--- config.mk ---
export PLATFORM = sky130hd
export DESIGN_NAME = psum_collector
export DESIGN_NICKNAME = d
export VERILOG_FILES = /design/src/rtl/psum_collector_pkg.sv /design/src/rtl/psum_fifo_lane.sv /design/src/rtl/psum_collector.sv
export SDC_FILE = /design/constraint.sdc
export NUM_CORES = 1
export LEC_CHECK = 0
export CAP_MARGIN = 5
export CORE_MARGIN = 10
export CORE_UTILIZATION = 63
export DETAILED_ROUTE_END_ITERATION = 16
export DONT_BUFFER_PORTS = 1
export PLACE_DENSITY_LB_ADDON = 0.12
export RECOVER_POWER = 100
export SYNTH_ARGS = -nofsm -noshare
export SYNTH_HDL_FRONTEND = slang
export SYNTH_SLANG_ARGS = --single-unit
--- constraint.sdc ---
create_clock -name clk -period 5.53 [get_ports clk]
set_input_delay 1.106 -clock clk [delete_from_list [all_inputs] [get_ports clk]]
set_output_delay 1.106 -clock clk [all_outputs]
set_load 0.01 [all_outputs]
--- src/rtl/psum_collector_pkg.sv ---
// Shared sizing constants for the systolic array, core and psum collector.
package psum_collector_pkg;

  localparam int COL     = 8;
  localparam int PSUM_BW = 16;
  localparam int DEPTH   = 8;

  function automatic int ptr_w(input int d);
    return (d > 1) ? $clog2(d) : 1;
  endfunction

endpackage

--- src/rtl/psum_fifo_lane.sv ---
// Single-lane psum FIFO: power-of-two depth, occupancy counter, sticky overflow.
module psum_fifo_lane
  import psum_collector_pkg::*;
#(
  parameter int psum_bw = PSUM_BW,
  parameter int depth   = DEPTH
) (
  input  logic               clk,
  input  logic               reset,
  input  logic               push,
  input  logic               pop,
  input  logic [psum_bw-1:0] din,
  output logic [psum_bw-1:0] dout,
  output logic               full,
  output logic               empty,
  output logic               overflow
);

  localparam int AW = ptr_w(depth);
  localparam logic [AW:0]   FULL_CNT = (AW+1)'(depth);
  localparam logic [AW:0]   CNT_ONE  = (AW+1)'(1);
  localparam logic [AW-1:0] PTR_ONE  = AW'(1);

  logic [psum_bw-1:0] mem [depth];
  logic [AW-1:0]      wptr;
  logic [AW-1:0]      rptr;
  logic [AW:0]        count;
  logic               do_push;
  logic               do_pop;

  assign full  = (count == FULL_CNT);
  assign empty = (count == '0);
  assign dout  = mem[rptr];

  // A full lane can still take a write when its head leaves in the same cycle.
  assign do_pop  = pop & ~empty;
  assign do_push = push & (~full | do_pop);

  always_ff @(posedge clk) begin
    if (do_push) mem[wptr] <= din;
  end

  always_ff @(posedge clk or negedge reset) begin
    if (!reset) begin
      wptr     <= '0;
      rptr     <= '0;
      count    <= '0;
      overflow <= 1'b0;
    end else begin
      if (do_push) wptr <= wptr + PTR_ONE;
      if (do_pop)  rptr <= rptr + PTR_ONE;
      case ({do_push, do_pop})
        2'b10:   count <= count + CNT_ONE;
        2'b01:   count <= count - CNT_ONE;
        default: count <= count;
      endcase
      if (push && !do_push) overflow <= 1'b1;
    end
  end

endmodule

--- src/rtl/psum_collector.sv ---
// Collects skewed south-edge psums into per-lane FIFOs and pops whole rows.
module psum_collector
  import psum_collector_pkg::*;
#(
  parameter int col     = COL,
  parameter int psum_bw = PSUM_BW,
  parameter int depth   = DEPTH
) (
  input  logic                   clk,
  input  logic                   reset,
  input  logic [psum_bw*col-1:0] in,
  input  logic [col-1:0]         wr,
  input  logic                   rd,
  output logic [psum_bw*col-1:0] out,
  output logic                   out_valid,
  output logic                   o_valid,
  output logic                   o_full,
  output logic                   overflow
);

  logic [col-1:0]         lane_full;
  logic [col-1:0]         lane_empty;
  logic [col-1:0]         lane_ovf;
  logic [psum_bw*col-1:0] row_p0;
  logic                   pop_p0;
  logic [psum_bw*col-1:0] row_p1;
  logic                   vld_p1;

  // Status flags come only from lane registers, never from wr/rd.
  assign o_valid  = ~|lane_empty;
  assign o_full   = |lane_full;
  assign overflow = |lane_ovf;
  assign pop_p0   = rd & o_valid;

  for (genvar c = 0; c < col; c++) begin : g_lane
    psum_fifo_lane #(
      .psum_bw (psum_bw),
      .depth   (depth)
    ) u_lane (
      .clk      (clk),
      .reset    (reset),
      .push     (wr[c]),
      .pop      (pop_p0),
      .din      (in[c*psum_bw +: psum_bw]),
      .dout     (row_p0[c*psum_bw +: psum_bw]),
      .full     (lane_full[c]),
      .empty    (lane_empty[c]),
      .overflow (lane_ovf[c])
    );
  end

  // p0 -> p1: register the popped row; hold it between pops.
  always_ff @(posedge clk or negedge reset) begin
    if (!reset) begin
      row_p1 <= '0;
      vld_p1 <= 1'b0;
    end else begin
      vld_p1 <= pop_p0;
      if (pop_p0) row_p1 <= row_p0;
    end
  end

  assign out       = row_p1;
  assign out_valid = vld_p1;

endmodule

Yosys cells after proc, flatten, opt, wreduce, memory -nomap -nowiden
Memory sizes are Yosys's and may differ from the RTL's. A register that Yosys moved wholly into a read port is not among the register bits.
Cells that the tools add are included.
{"block": "classes", "addsub": 32, "eq_ne": 24, "muxes": 24, "bitwise_logic": 41, "n_reduce_logical": 44}
{"cell": "$pmux W4 S2", "n": 8}
{"cell": "$add A3 B1 Y3 const B", "n": 16}
{"cell": "$add A4 B1 Y4 const B", "n": 8}
{"cell": "$eq A4 B4 Y1 const B", "n": 8}
{"cell": "$logic_not A4 Y1", "n": 8}
{"cell": "$sub A4 B1 Y4 const B", "n": 8}
{"cell": "$reduce_or A8 Y1", "n": 3}
{"cell": "$and A1 B1 Y1", "n": 17}
{"cell": "$logic_not A1 Y1", "n": 17}
{"cell": "$eq A2 B1 Y1 const B", "n": 8}
{"cell": "$eq A2 B2 Y1 const B", "n": 8}
{"cell": "$mux W1", "n": 16}
{"cell": "$not A1 Y1", "n": 16}
{"cell": "$reduce_bool A2 Y1", "n": 8}
{"cell": "$logic_and A1 B1 Y1", "n": 8}
{"cell": "$or A1 B1 Y1", "n": 8}
{"block": "word_totals", "reg_bits": 89, "ram_bits": 1024, "input_bits": 139, "out_inout_bits": 132, "elab_cells": 206, "n_memories": 8}
{"memory": "g_lane[0].u_lane.mem", "depth": 8, "word_bits": 16, "rd": 1, "rd_ports_with_merged_regs": 1, "wr": 1, "line": "psum_fifo_lane.sv:24", "rtl": "logic [psum_bw-1:0] mem [depth];"}
{"memory": "g_lane[1].u_lane.mem", "depth": 8, "word_bits": 16, "rd": 1, "rd_ports_with_merged_regs": 1, "wr": 1, "line": "psum_fifo_lane.sv:24"}
{"memory": "g_lane[2].u_lane.mem", "depth": 8, "word_bits": 16, "rd": 1, "rd_ports_with_merged_regs": 1, "wr": 1, "line": "psum_fifo_lane.sv:24"}
{"memory": "g_lane[3].u_lane.mem", "depth": 8, "word_bits": 16, "rd": 1, "rd_ports_with_merged_regs": 1, "wr": 1, "line": "psum_fifo_lane.sv:24"}
{"memory": "g_lane[4].u_lane.mem", "depth": 8, "word_bits": 16, "rd": 1, "rd_ports_with_merged_regs": 1, "wr": 1, "line": "psum_fifo_lane.sv:24"}
{"memory": "g_lane[5].u_lane.mem", "depth": 8, "word_bits": 16, "rd": 1, "rd_ports_with_merged_regs": 1, "wr": 1, "line": "psum_fifo_lane.sv:24"}
{"memory": "2 more memories"}

Longest topological paths before layout
{"block": "depth", "depth_word": 9, "ltp_mapped": 16, "depth_no_buf": 12}

Cells and area by module
From an unflattened synthesis, not the netlist that was laid out.
{"block": "hier_totals", "cells_unflattened": 2330, "hier_area_um2": 50248.2}
{"module": "psum_fifo_lane (g_lane[3].u_lane ...)", "n_inst": 5, "cells_per_inst": 256, "area_each_um2": 5619.1, "seq_area_each_um2": 4119.0}
{"module": "psum_fifo_lane (g_lane[0].u_lane ...)", "n_inst": 3, "cells_per_inst": 256, "area_each_um2": 5620.4, "seq_area_each_um2": 4119.0}
{"module": "psum_collector", "n_inst": 1, "cells_per_inst": 282, "area_each_um2": 5291.3, "seq_area_each_um2": 3228.1}

Least setup slack after synthesis
OpenSTA, ideal clock, no wires.
{"block": "synth_path", "path_type": "input -> register", "startpoint": "input rd", "endpoint": "memory g_lane[1].u_lane.mem[0][0] in the netlist's numbering, enable pin", "setup_ps": 430, "t_arrival_ps": 3840, "required_ps": 5100, "setup_slack_ps": 1260, "path_stages": 8, "n_path_buf": 3, "cell_sequence": "inv_1 or4_1 buf_2 inv_2 buf_4 buf_4 nor2_1 nor4_1"}
{"block": "synth_between", "elab_chain_len": 6}
{"item": "start: declaration", "line": "psum_collector.sv:13", "rtl": "input logic rd,"}
{"item": "$and A1 B1 Y1", "line": "psum_collector.sv:33", "rtl": "assign pop_p0 = rd & o_valid;"}
{"item": "$and A1 B1 Y1", "line": "psum_fifo_lane.sv:36", "rtl": "assign do_pop = pop & ~empty;"}
{"item": "$or A1 B1 Y1", "line": "psum_fifo_lane.sv:37", "rtl": "assign do_push = push & (~full | do_pop);"}
{"item": "$and A1 B1 Y1", "line": "psum_fifo_lane.sv:37"}
{"item": "$mux W1", "line": "psum_fifo_lane.sv:40", "rtl": "if (do_push) mem[wptr] <= din;"}
{"item": "$mux W1 (not written as such)", "line": "psum_fifo_lane.sv:40"}
{"item": "end: declaration", "line": "psum_fifo_lane.sv:24"}
No other way between the ends.

Worst setup path after layout
{"block": "layout_path", "startpoint": "register g_lane[2].u_lane.count[3]", "endpoint": "memory g_lane[4].u_lane.mem[3][11] in the netlist's numbering, enable pin"}
{"block": "layout_between", "elab_chain_len": 9}
{"item": "start: declaration", "line": "psum_fifo_lane.sv:27", "rtl": "logic [AW:0] count;"}
{"item": "start signal: assignment", "line": "psum_fifo_lane.sv:53", "rtl": "2'b10: count <= count + CNT_ONE;"}
{"item": "start signal: assignment", "line": "psum_fifo_lane.sv:54", "rtl": "2'b01: count <= count - CNT_ONE;"}
{"item": "start signal: assignment", "line": "psum_fifo_lane.sv:55", "rtl": "default: count <= count;"}
{"item": "$logic_not A4 Y1", "line": "psum_fifo_lane.sv:32", "rtl": "assign empty = (count == '0);"}
{"item": "$reduce_or A8 Y1", "line": "psum_collector.sv:30", "rtl": "assign o_valid = ~|lane_empty;"}
{"item": "$logic_not A1 Y1", "line": "psum_collector.sv:30"}
{"item": "$and A1 B1 Y1", "line": "psum_collector.sv:33"}
{"item": "$and A1 B1 Y1", "line": "psum_fifo_lane.sv:36"}
{"item": "$or A1 B1 Y1", "line": "psum_fifo_lane.sv:37"}
{"item": "$and A1 B1 Y1", "line": "psum_fifo_lane.sv:37"}
{"item": "$mux W1", "line": "psum_fifo_lane.sv:40"}
{"item": "$mux W1 (not written as such)", "line": "psum_fifo_lane.sv:40"}
{"item": "end: declaration", "line": "psum_fifo_lane.sv:24"}
No other way between the ends.

==> results.yml <==
run_status:
  status: "finished, violations left"
  violations: "max-capacitance violations, max-slew violations"
pwr:
  pwr-share-clk_pct: 26.7
  switching_share_pct: 30.8
  leakage_nw: 18.1
  vdd_drop_max_mv: 0.364
  seqPwrFrac_pct: 47.8
  power_mw: 29.4
  p_switching_mw: 9.06
  power_density_nw_per_um2: 556
  intPower_mw: 20.3
  p_comb_share_pct: 25.5
placed_design:
  postPlaceCellArea_um2: 49300
  dp_worst_setup_slack_ns: 1.57
  post-place-cells: 3354
  dp_hpwl_mm: 56.5
  gp_congestion: 0.775
  portBuffers: 0
clock_tree:
  htreeDepth: 3
  cts_tree: "yes"
  clkTransAtPathRegs_ns: 0.06
  clk_path_buf_depth: 3
  cts_setup_buffers: 0
  cts_buffers: 116
  clkLatencyLatePin_ns: 0.68
  holdBufCountCts: 0
  cts.root.buffer_cell: "clkbuf_16"
  cts_resized: 0
  numClockSinks: 1241
floorplanning:
  initial_core_util_pct: 63.8
  coreArea_um2: 74800
  row_count: 100
  fp.dieW_um: 295
  io_pins: 271
  die_area_um2: 87200
  die_h_um: 295
final_layout:
  fin_area_um2: 52900
  drive_above_1_share_pct: 20.2
  num_antenna_cells: 0
  final_cell_mix: "1,024 x edfxtp_1, 256 x mux4_2, 203 x dfrtp_1"
  fin_util_pct: 70.7
  layout.nets: 2686
  area_delta_synth_final_pct: 10.7
  layout_commonest_cell: "edfxtp_1"
  fin_cells: 3572
critical_path:
  critPathRequiredTime_ns: 5.79
  cp.arrival_ns: 4.77
  cp-startpoint: "g_lane[2].u_lane.count[3]"
  regToRegSetupSlack_ns: 1.02
  crit_type: "flip-flop to flip-flop"
  path_max_fanout: 34
  cp-end-kind: "flip-flop"
  cp-start-kind: "flip-flop"
  r2r_start: "g_lane[2].u_lane.count[3]"
  cp_cell_sequence: "nor4_1 -> or4_1 -> or4_4 -> inv_1 -> o21ai_0 -> nor3_2 -> clkbuf_1"
  rr_worst_depth: 7
  rr_endpoint: "g_lane[4].u_lane.mem[3][11]"
  cp_slowest_stage_delay_ns: 0.98
  crit_family: "buffers and inverters"
  cp.depth: 7
  cp_slowest_cell: "clkbuf_1"
  cp.buffers_inverters: 2
  cp-endpoint: "g_lane[4].u_lane.mem[3][11]"
timing:
  maxSlewViolCount: 191
  period_share_pct: 81.6
  finalSetupViolCount: 0
  fin_crit_ns: 4.51
  finalHoldViolations: 0
  rsz0062_at_grt: "no"
  fmax_ghz: 0.222
  worst_slew_pin_slew_ns: 2.06
  finalSetupTns_ns: 0
  skew_ns: 0.0266
  hold_slack_ns: 0.142
  relSlewSlack_pct: -37.3
  layout_setup_ws_ns: 1.02
yosys:
  syn_area_per_cell_um2: 19.7
  synth_cell_type_count: 49
  syn_nets: 2612
  ys_seq_area_share_pct: 75.7
  ys.flop_type: "edfxtp_1"
  yosysWarnings: 0
  async_flop_share_pct: 17.5
  ys_seq_elements: 1241
  synth_edf_count: 1024
  netlist_area_um2: 47800
  synthesis.instances: 2429
detailed_routing:
  route.detailed.drc: 0
  drt_first_pass_iters: 5
  wire_per_inst_um: 26.3
  drt_iter0_markers: 1513
  ant_nets: 0
  via_per_inst: 6.24
  dr_total_vias: 22300
  drt-total-wl_mm: 94.0
global_routing:
  first_global_vias: 23500
  antenna_found_initial: 0
  grt_usage_pct: 21.8
  grt_pass1_wl_mm: 144
  overflow: 0
  grt_max_degree: 218
job:
  max_cap_violations: 2
hold_path:
  hold_path.class: "primary input to asynchronous set/reset pin"
-- sequential cells by signal, indices dropped and copies added (netlist names) --
signal	count
out	128
g_lane.u_lane.wptr	24
out_valid	1
g_lane.u_lane.count	32
g_lane.u_lane.overflow	8
g_lane.u_lane.rptr	24
g_lane.u_lane.mem	1024
-- area by class of cell --
class                   instances  area [um2]
clock buffers                 157        3190
clock inverters                61         622
fillers                      4486       21900
inverters                      38         143
multi-input cells            1025       11100
flip-flops and latches       1241       36200
well taps                     969        1210
repair buffers                 81         449
-- power groups by stage --
stage	Clock, mW	Sequential, mW	Combinational [mW]
3_5_place_dp	0	14.3	7.66
4_1_cts	8.04	14.1	7.70
2_1_floorplan	0	13.2	6.37
5_1_grt	8.39	14.3	8.27
3_3_place_gp	0	14.2	7.41
6_report	7.86	14.1	7.48
-- cells in the mapped netlist (all sizes together) (9+ instances only) --
library cell     n  area share [%]
nand2          187             1.5
nand3           11            0.12
edfxtp        1024              64
ha              36            0.94
xnor2           49            0.90
mux2i          138             2.9
dfrtp          217              11
nor3            42            0.45
nor2            34            0.27
a21o            14            0.22
o21ai          148             1.6
o211ai           9            0.14
mux4           256              12
nor4            12            0.16
inv             38            0.30
a21oi            9           0.094
buf             59            0.58
nand2b          10            0.13
clkbuf          66            0.52
mux2            13            0.31
-- worst min path at each step --
stage / startpoint / end / slack, ns / depth (start not counted)
2_1_floorplan: g_lane[1].u_lane.overflow / g_lane[1].u_lane.overflow / 0.43 / 1
3_3_place_gp: g_lane[0].u_lane.overflow / g_lane[0].u_lane.overflow / 0.46 / 1
3_5_place_dp: g_lane[0].u_lane.overflow / g_lane[0].u_lane.overflow / 0.46 / 1
4_1_cts: reset / out[33] / 0.09 / 0
5_1_grt: reset / out[113] / 0.10 / 0
6_report: reset / out[116] / 0.14 / 0
-- metal layers --
layer	vias to the layer above	GRT usage, %	wire, um
li1	9799	-	-
met1	11800	28.2	36900
met2	592	36.5	48000
met3	139	6.06	7140
met4	0	5.70	2020
met5	-	0	0
-- cells by family (layout without fill, tap and decap cells) --
group                    Yosys count  in the layout  share of synthesized area (%)
flip-flops                      1241           1241                           75.7
multiplexers                     407            407                           15.3
AND/OR/NAND/NOR                  312            312                           2.83
AO/OA/AOI/OAI                    206            206                           2.46
buffers and inverters            163            337                           1.40
XOR/XNOR                          56             56                           1.03
adder cells (fa/ha/maj)           44             44                           1.28
Note: power is estimated with default switching activity, not from simulation.
